`config.mk`:
```
export PLATFORM = sky130hd
export DESIGN_NAME = bit_scheduler
export DESIGN_NICKNAME = d
export VERILOG_FILES = /design/src/rtl/bit_scheduler.sv
export SDC_FILE = /design/constraint.sdc
export NUM_CORES = 1
export LEC_CHECK = 0
export CAP_MARGIN = 20
export CORE_MARGIN = 2
export CORE_UTILIZATION = 30
export DETAILED_ROUTE_END_ITERATION = 16
export GPL_TIMING_DRIVEN = 0
export PLACE_DENSITY_LB_ADDON = 0.3
export SYNTH_ARGS = -nofsm -noshare
export SYNTH_HDL_FRONTEND = slang
export SYNTH_SLANG_ARGS = --single-unit
export TNS_END_PERCENT = 30
```
`constraint.sdc`:
```
create_clock -name clk -period 2.3 [get_ports clk]
set_clock_uncertainty 0.1 [all_clocks]
set_input_delay 0.345 -clock clk [delete_from_list [all_inputs] [get_ports clk]]
set_output_delay 0.345 -clock clk [all_outputs]
set_load 0.02 [all_outputs]
```
`src/rtl/bit_scheduler.sv`:
```
// Splits an 8-bit operand mask into a stream of MSB-first leading-one index beats,
// emitting up to MAX_EMIT beats per operand with a ready/valid handshake on each side.
module bit_scheduler #(
   parameter int MAX_EMIT = 8
) (
   input  logic       clk,
   input  logic       rst_n,
   input  logic       in_valid,
   output logic       in_ready,
   input  logic [7:0] in_mask,
   output logic       out_valid,
   input  logic       out_ready,
   output logic [2:0] out_idx,
   output logic       out_last,
   output logic       out_zero,
   output logic [3:0] out_cnt,
   output logic       busy
);

   typedef enum logic {IDLE, BUSY} state_t;

   localparam logic [3:0] LAST_CNT = 4'(MAX_EMIT - 1);

   state_t     state_q;
   logic [7:0] rem_q;
   logic [3:0] cnt_q;
   logic       zero_q;
   logic       single_bit;
   logic       out_xfer;
   logic       in_xfer;

   // Ascending scan so the highest set bit wins; index counts from bit 7.
   function automatic logic [2:0] lead_idx(input logic [7:0] m);
      lead_idx = 3'd0;
      for (int i = 0; i < 8; i++) begin
         if (m[i]) lead_idx = 3'(7 - i);
      end
   endfunction

   assign out_idx    = lead_idx(rem_q);
   assign single_bit = (rem_q != 8'd0) && ((rem_q & (rem_q - 8'd1)) == 8'd0);
   assign out_last   = single_bit || (cnt_q == LAST_CNT) || zero_q;
   assign out_zero   = zero_q;
   assign out_cnt    = cnt_q;
   assign out_valid  = (state_q == BUSY);
   assign busy       = (state_q == BUSY);
   assign out_xfer   = out_valid && out_ready;
   assign in_ready   = !out_valid || (out_ready && out_last);
   assign in_xfer    = in_valid && in_ready;

   always_ff @(posedge clk or negedge rst_n) begin
      if (!rst_n) begin
         state_q <= IDLE;
         rem_q   <= 8'd0;
         cnt_q   <= 4'd0;
         zero_q  <= 1'b0;
      end else if (in_xfer) begin
         // Covers both an idle load and a back-to-back reload on the last beat.
         state_q <= BUSY;
         rem_q   <= in_mask;
         cnt_q   <= 4'd0;
         zero_q  <= (in_mask == 8'd0);
      end else if (out_xfer) begin
         if (out_last) begin
            state_q <= IDLE;
            rem_q   <= 8'd0;
         end else begin
            rem_q <= rem_q & ~(8'h80 >> out_idx);
            cnt_q <= cnt_q + 4'd1;
         end
      end
   end

endmodule
```
=== Yosys cells after proc, flatten, opt, wreduce, memory -nomap -nowiden ===
Index checks and enable logic that the tools add are counted.

* Add/subtract/negate cells: 2
* Equality and inequality tests: 2
* Shifts and indexed selects: 1
* Muxes and demuxes: 17
* Bitwise logic cells: 3
* Reduce and logical (&&, ||, !) cells: 15

{| class="wikitable"
|+ Operators with widths
! kind !! count
|-
| $mux 3 || 8
|-
| $mux 8 || 3
|-
| $and 8x8->8 || 2
|-
| $logic_not 8->1 || 2
|-
| $mux 4 || 3
|-
| $not 8->8 || 1
|-
| $reduce_bool 8->1 || 1
|-
| $shr 8x3->8 const A || 1
|-
| $sub 8x1->8 const B || 1
|-
| $add 4x1->4 const B || 1
|-
| $eq 4x3->1 const B || 1
|-
| $logic_and 1x1->1 || 4
|-
| $reduce_and 2->1 || 2
|-
| $reduce_bool 2->1 || 2
|-
| $logic_or 1x1->1 || 3
|-
| $mux 1 || 3
|-
| $ne 2x1->1 const B || 1
|-
| $logic_not 1->1 || 1
|}

* Bits in registers: 14

=== Logic depth before layout (Yosys ltp) ===
* Word-level depth: 14
* Gate-level depth with buffers: 8
* Mapped depth without buffers: 7

=== Worst setup path before layout ===
No wires, ideal clock.

* Path type: register -> output
* Start point: reg cnt_q[0], in the netlist out_cnt[0]
* End point: out in_ready
* Arrival time: 1,759 ps
* Slack: 96 ps
* Stages on the path, launching flop included: 8
* Path buffers: 0
* Path through: dfrtp_1 ha_1 a31oi_1 nand3b_4 nor2_8 inv_4 a21boi_0 inv_1

* Cells in the longest elaborated chain, start to end: 5

{| class="wikitable"
|+ Ends and longest elaborated chain
! what !! line !! source
|-
| start, declared || 26 || <nowiki>logic [3:0] cnt_q;</nowiki>
|-
| start signal, assigned || 69 || <nowiki>cnt_q <= cnt_q + 4'd1;</nowiki>
|-
| $eq 4x3->1 || 42 || <nowiki>assign out_last = single_bit || (cnt_q == LAST_CNT) || zero_q;</nowiki>
|-
| $logic_or 1x1->1 (2 in series) || 42 ||
|-
| named net out_last || 14 || <nowiki>output logic out_last,</nowiki>
|-
| $logic_and 1x1->1 || 48 || <nowiki>assign in_ready = !out_valid || (out_ready && out_last);</nowiki>
|-
| $logic_or 1x1->1 || 48 ||
|-
| end, declared || 9 || <nowiki>output logic in_ready,</nowiki>
|}

The timed path passes the listed nets, and every way through them passes these cells.

=== Final worst setup path ===
* Start point: reg rem_q[3]
* End point: out in_ready

* Cells in the longest elaborated chain, start to end: 8

{| class="wikitable"
|+ Ends and longest elaborated chain
! what !! line !! source
|-
| start, declared || 25 || <nowiki>logic [7:0] rem_q;</nowiki>
|-
| start signal, assigned || 60 || <nowiki>rem_q <= in_mask;</nowiki>
|-
| start signal, assigned || 68 || <nowiki>rem_q <= rem_q & ~(8'h80 >> out_idx);</nowiki>
|-
| $sub 8x1->8 || 41 || <nowiki>assign single_bit = (rem_q != 8'd0) && ((rem_q & (rem_q - 8'd1)) == 8'd0);</nowiki>
|-
| $and 8x8->8 || 41 ||
|-
| $logic_not 8->1 || 41 ||
|-
| $logic_and 1x1->1 (*) || 41 ||
|-
| $logic_or 1x1->1 (*) (2 in series) || 42 ||
|-
| $logic_and 1x1->1 (*) || 48 ||
|-
| $logic_or 1x1->1 (*) || 48 ||
|}

Every way passes the cells marked *; elsewhere a longest branch is shown, timed or not.

==> impl_metrics.toml <==
[setup_path]
crit_chain = "nor4_4 -> and3_1 -> nand3b_4 -> nor2_8 -> inv_6 -> a21boi_2 -> inv_1 -> buf_6"
path_max_fanout = 7
crit_path_top_delay_cell = "dfrtp_2"
r2r_slack_ns = 0.19
reg2reg_from = "rem_q[3]"
end_kind = "output port"
crit_buf_inv = 3
r2r_end = "rem_q[5]"
slowest_delay_ns = 0.47
cp_data_arrival_time_ns = 1.85
cpLargestDelayFamily = "simple AND/OR/NAND/NOR gates"
reg2regPathDepth = 7
crit_type = "reg2out"
start_kind = "flop"
required_ns = 1.86

[routing]
drtIter0Drc = 51
wl_per_cell_um = 14.3
viasPerCell = 5.23
drc = 0
ant_nets = 0
drt_pass1_iterations = 4
num_vias = 1082
routed_wl_mm = 2.95

[timing]
setup_violations = 0
rsz0062_at_grt = "true"
max_slew_margin_pct = 55.9
fmax_ghz = 0.435
worst_hold_slack_ns = 0.281
finalHoldViolCount = 0
final_max_slew_viol_count = 0
layout_min_cycle_time_ns = 2.30
tns_ns = 0
worst_pin_slew_ns = 0.660
layout_setup_ws_ns = 0.000453
fin_crit_sh_pct = 100

[cts]
worstSkewPairLatency_ns = 0.29
cts_tree = "yes"
cts_buffers = 3
htree_num_levels = 1
root_buffer = "clkbuf_4"
clock-sinks = 14
clockBufferDepth = 2
clk_pin_slew_worst_paths_ns = 0.10

[global_route]
grt_overflow_total = 0
met2_usage_pct = 25.8
grt_pass1_vias = 1042
grt_pass1_wl_mm = 5.00
grtUsageMet3_pct = 1.45
track_usage_pct = 15.7
antenna_found_initial = 0
grt_max_degree = 15
grtUsageMet1_pct = 20.6
grt_busiest_layer = "met2"

[finish]
ff_latch_area_sq_um = 357
fin_cells = 207
area_growth_syn_to_layout_pct = 48.9
final_cell_area_sq_um = 1520
nNetsFinal = 175
antenna_cells = 0
multi_input_area_sq_um = 643
post-route-util_pct = 45.8
drive_above_1_share_pct = 29.8
fillers = 342

[power]
total_power_mw = 2.61
max-vdd-ir-drop_mv = 0.645
power_density_nw_per_um2 = 1720
p_leak_nw = 0.657

[outcome]
status = "completed"

[synth]
synth_edf_count = 0
synth_area_leaders = "dfrtp_1 34%, nor2_1 4.1%, a221o_1 3.9%"
postSynthCellCount = 119
synth_seq_cells = 14
synth_top_area_cell = "dfrtp_1"
syn_area_per_cell_sq_um = 8.56
yosysSeqAreaShare_pct = 34.4
yosys_warnings = 0
synth_cell_types = 44
synth_ff_type = "dfrtp_1"
synth_area_sq_um = 1020
syn-num-nets = 132
yosysMostFrequentCell = "dfrtp_1"
synth_top_area_share_pct = 34.4
synth-async-reset-ratio_pct = 100
synthTopCellsByCount = "14 x dfrtp_1, 11 x nor2_1, 9 x inv_1, 9 x nand2_1, 8 x nand3_1"

[min_path]
hold_path_depth = 2
worstHoldEndpoint = "busy"
hp-class = "in2reg"
hp-start = "in_valid"

[place]
post-place-ws_ns = -0.448
placedInstanceArea_sq_um = 1290
io_buffers = 21
dpl.cell_count = 186
place_hpwl_mm = 2.02
globalplace.congestion = 0.892

[floorplan]
std_cell_rows = 21
die_height_um = 62.3
die_area_sq_um = 3880
ios = 24
die_w_um = 62.3
core_area_sq_um = 3310
initial_core_util_pct = 30.8

[flow_run]
drv_cap = 0
==> worst register-to-register path: stages (launching register included) <==
cell and delay (ns):
dfrtp_2 0.47, nor4_4 0.34, and3_1 0.22, nand3b_4 0.17, nor2_8 0.05, buf_4 0.16
o21ai_1 0.34, a221o_1 0.21
==> state kept, by name, indices dropped and copies added (netlist names) <==
signal    count
rem_q         8
out_cnt       4
busy          1
out_zero      1
==> report_power, final <==
group	internal, mW	switching, mW
sequential	0.353	0.158
clock	0.0964	0.0933
combinational	0.953	0.953
==> cell usage in the layout, fill, tap and decap left out, drive strengths merged, types with 6 or more instances in the layout <==
master / synthesis / layout
buf: 3 / 22
clkdlybuf4s50: 0 / 16
dfrtp: 14 / 14
nor2: 12 / 12
inv: 10 / 10
nand2: 9 / 9
nand3: 8 / 8
o21ai: 8 / 8
clkbuf: 2 / 7
a21oi: 6 / 6
==> logic make-up (layout without fill, tap and decap cells) <==
family / count (synthesis) / count (layout) / synth area share [%]
xor+xnor: 2 / 2 / 1.72
fa+ha+maj: 1 / 1 / 1.23
buf+inv: 15 / 57 / 7.00
simple gates: 50 / 50 / 27.8
compound gates: 36 / 36 / 26.9
flops: 14 / 14 / 34.4
mux: 1 / 1 / 0.983
==> how the worst max path moves through the flow <==
stage	start	to	slack [ns]	cells past startpoint
4_1_cts	rem_q[5]	in_ready	-0.07	9
6_report	rem_q[3]	in_ready	0.0005	8
5_1_grt	rem_q[2]	in_ready	-0.09	9
3_3_place_gp	out_cnt[0]	in_ready	-0.44	8
3_5_place_dp	rem_q[3]	in_ready	-0.45	8
2_1_floorplan	out_cnt[0]	in_ready	0.1	7
==> routing by layer <==
metal	share of wire (%)	routed length (um)
met5	0	0
met4	0.068	2
met3	3.1	92
met2	51	1520
met1	45	1340
==> repair_timing <==
action,4_1_cts,5_1_grt
pin swaps,4,7
endpoints found under the setup margin,5,3
gates resized for setup,24,11
setup buffers,6,11
hold buffers,0,0
==> final cells by class <==
type | count | share of cell area [%]
Buffer | 5 | 2.06
Clock buffer | 4 | 2.39
Inverter | 10 | 2.81
Multi-Input combinational cell | 90 | 42.4
Sequential cell | 14 | 23.5
Tap cell | 46 | 3.80
Timing Repair Buffer | 38 | 23.0
Note: power is estimated with default switching activity, not from simulation.
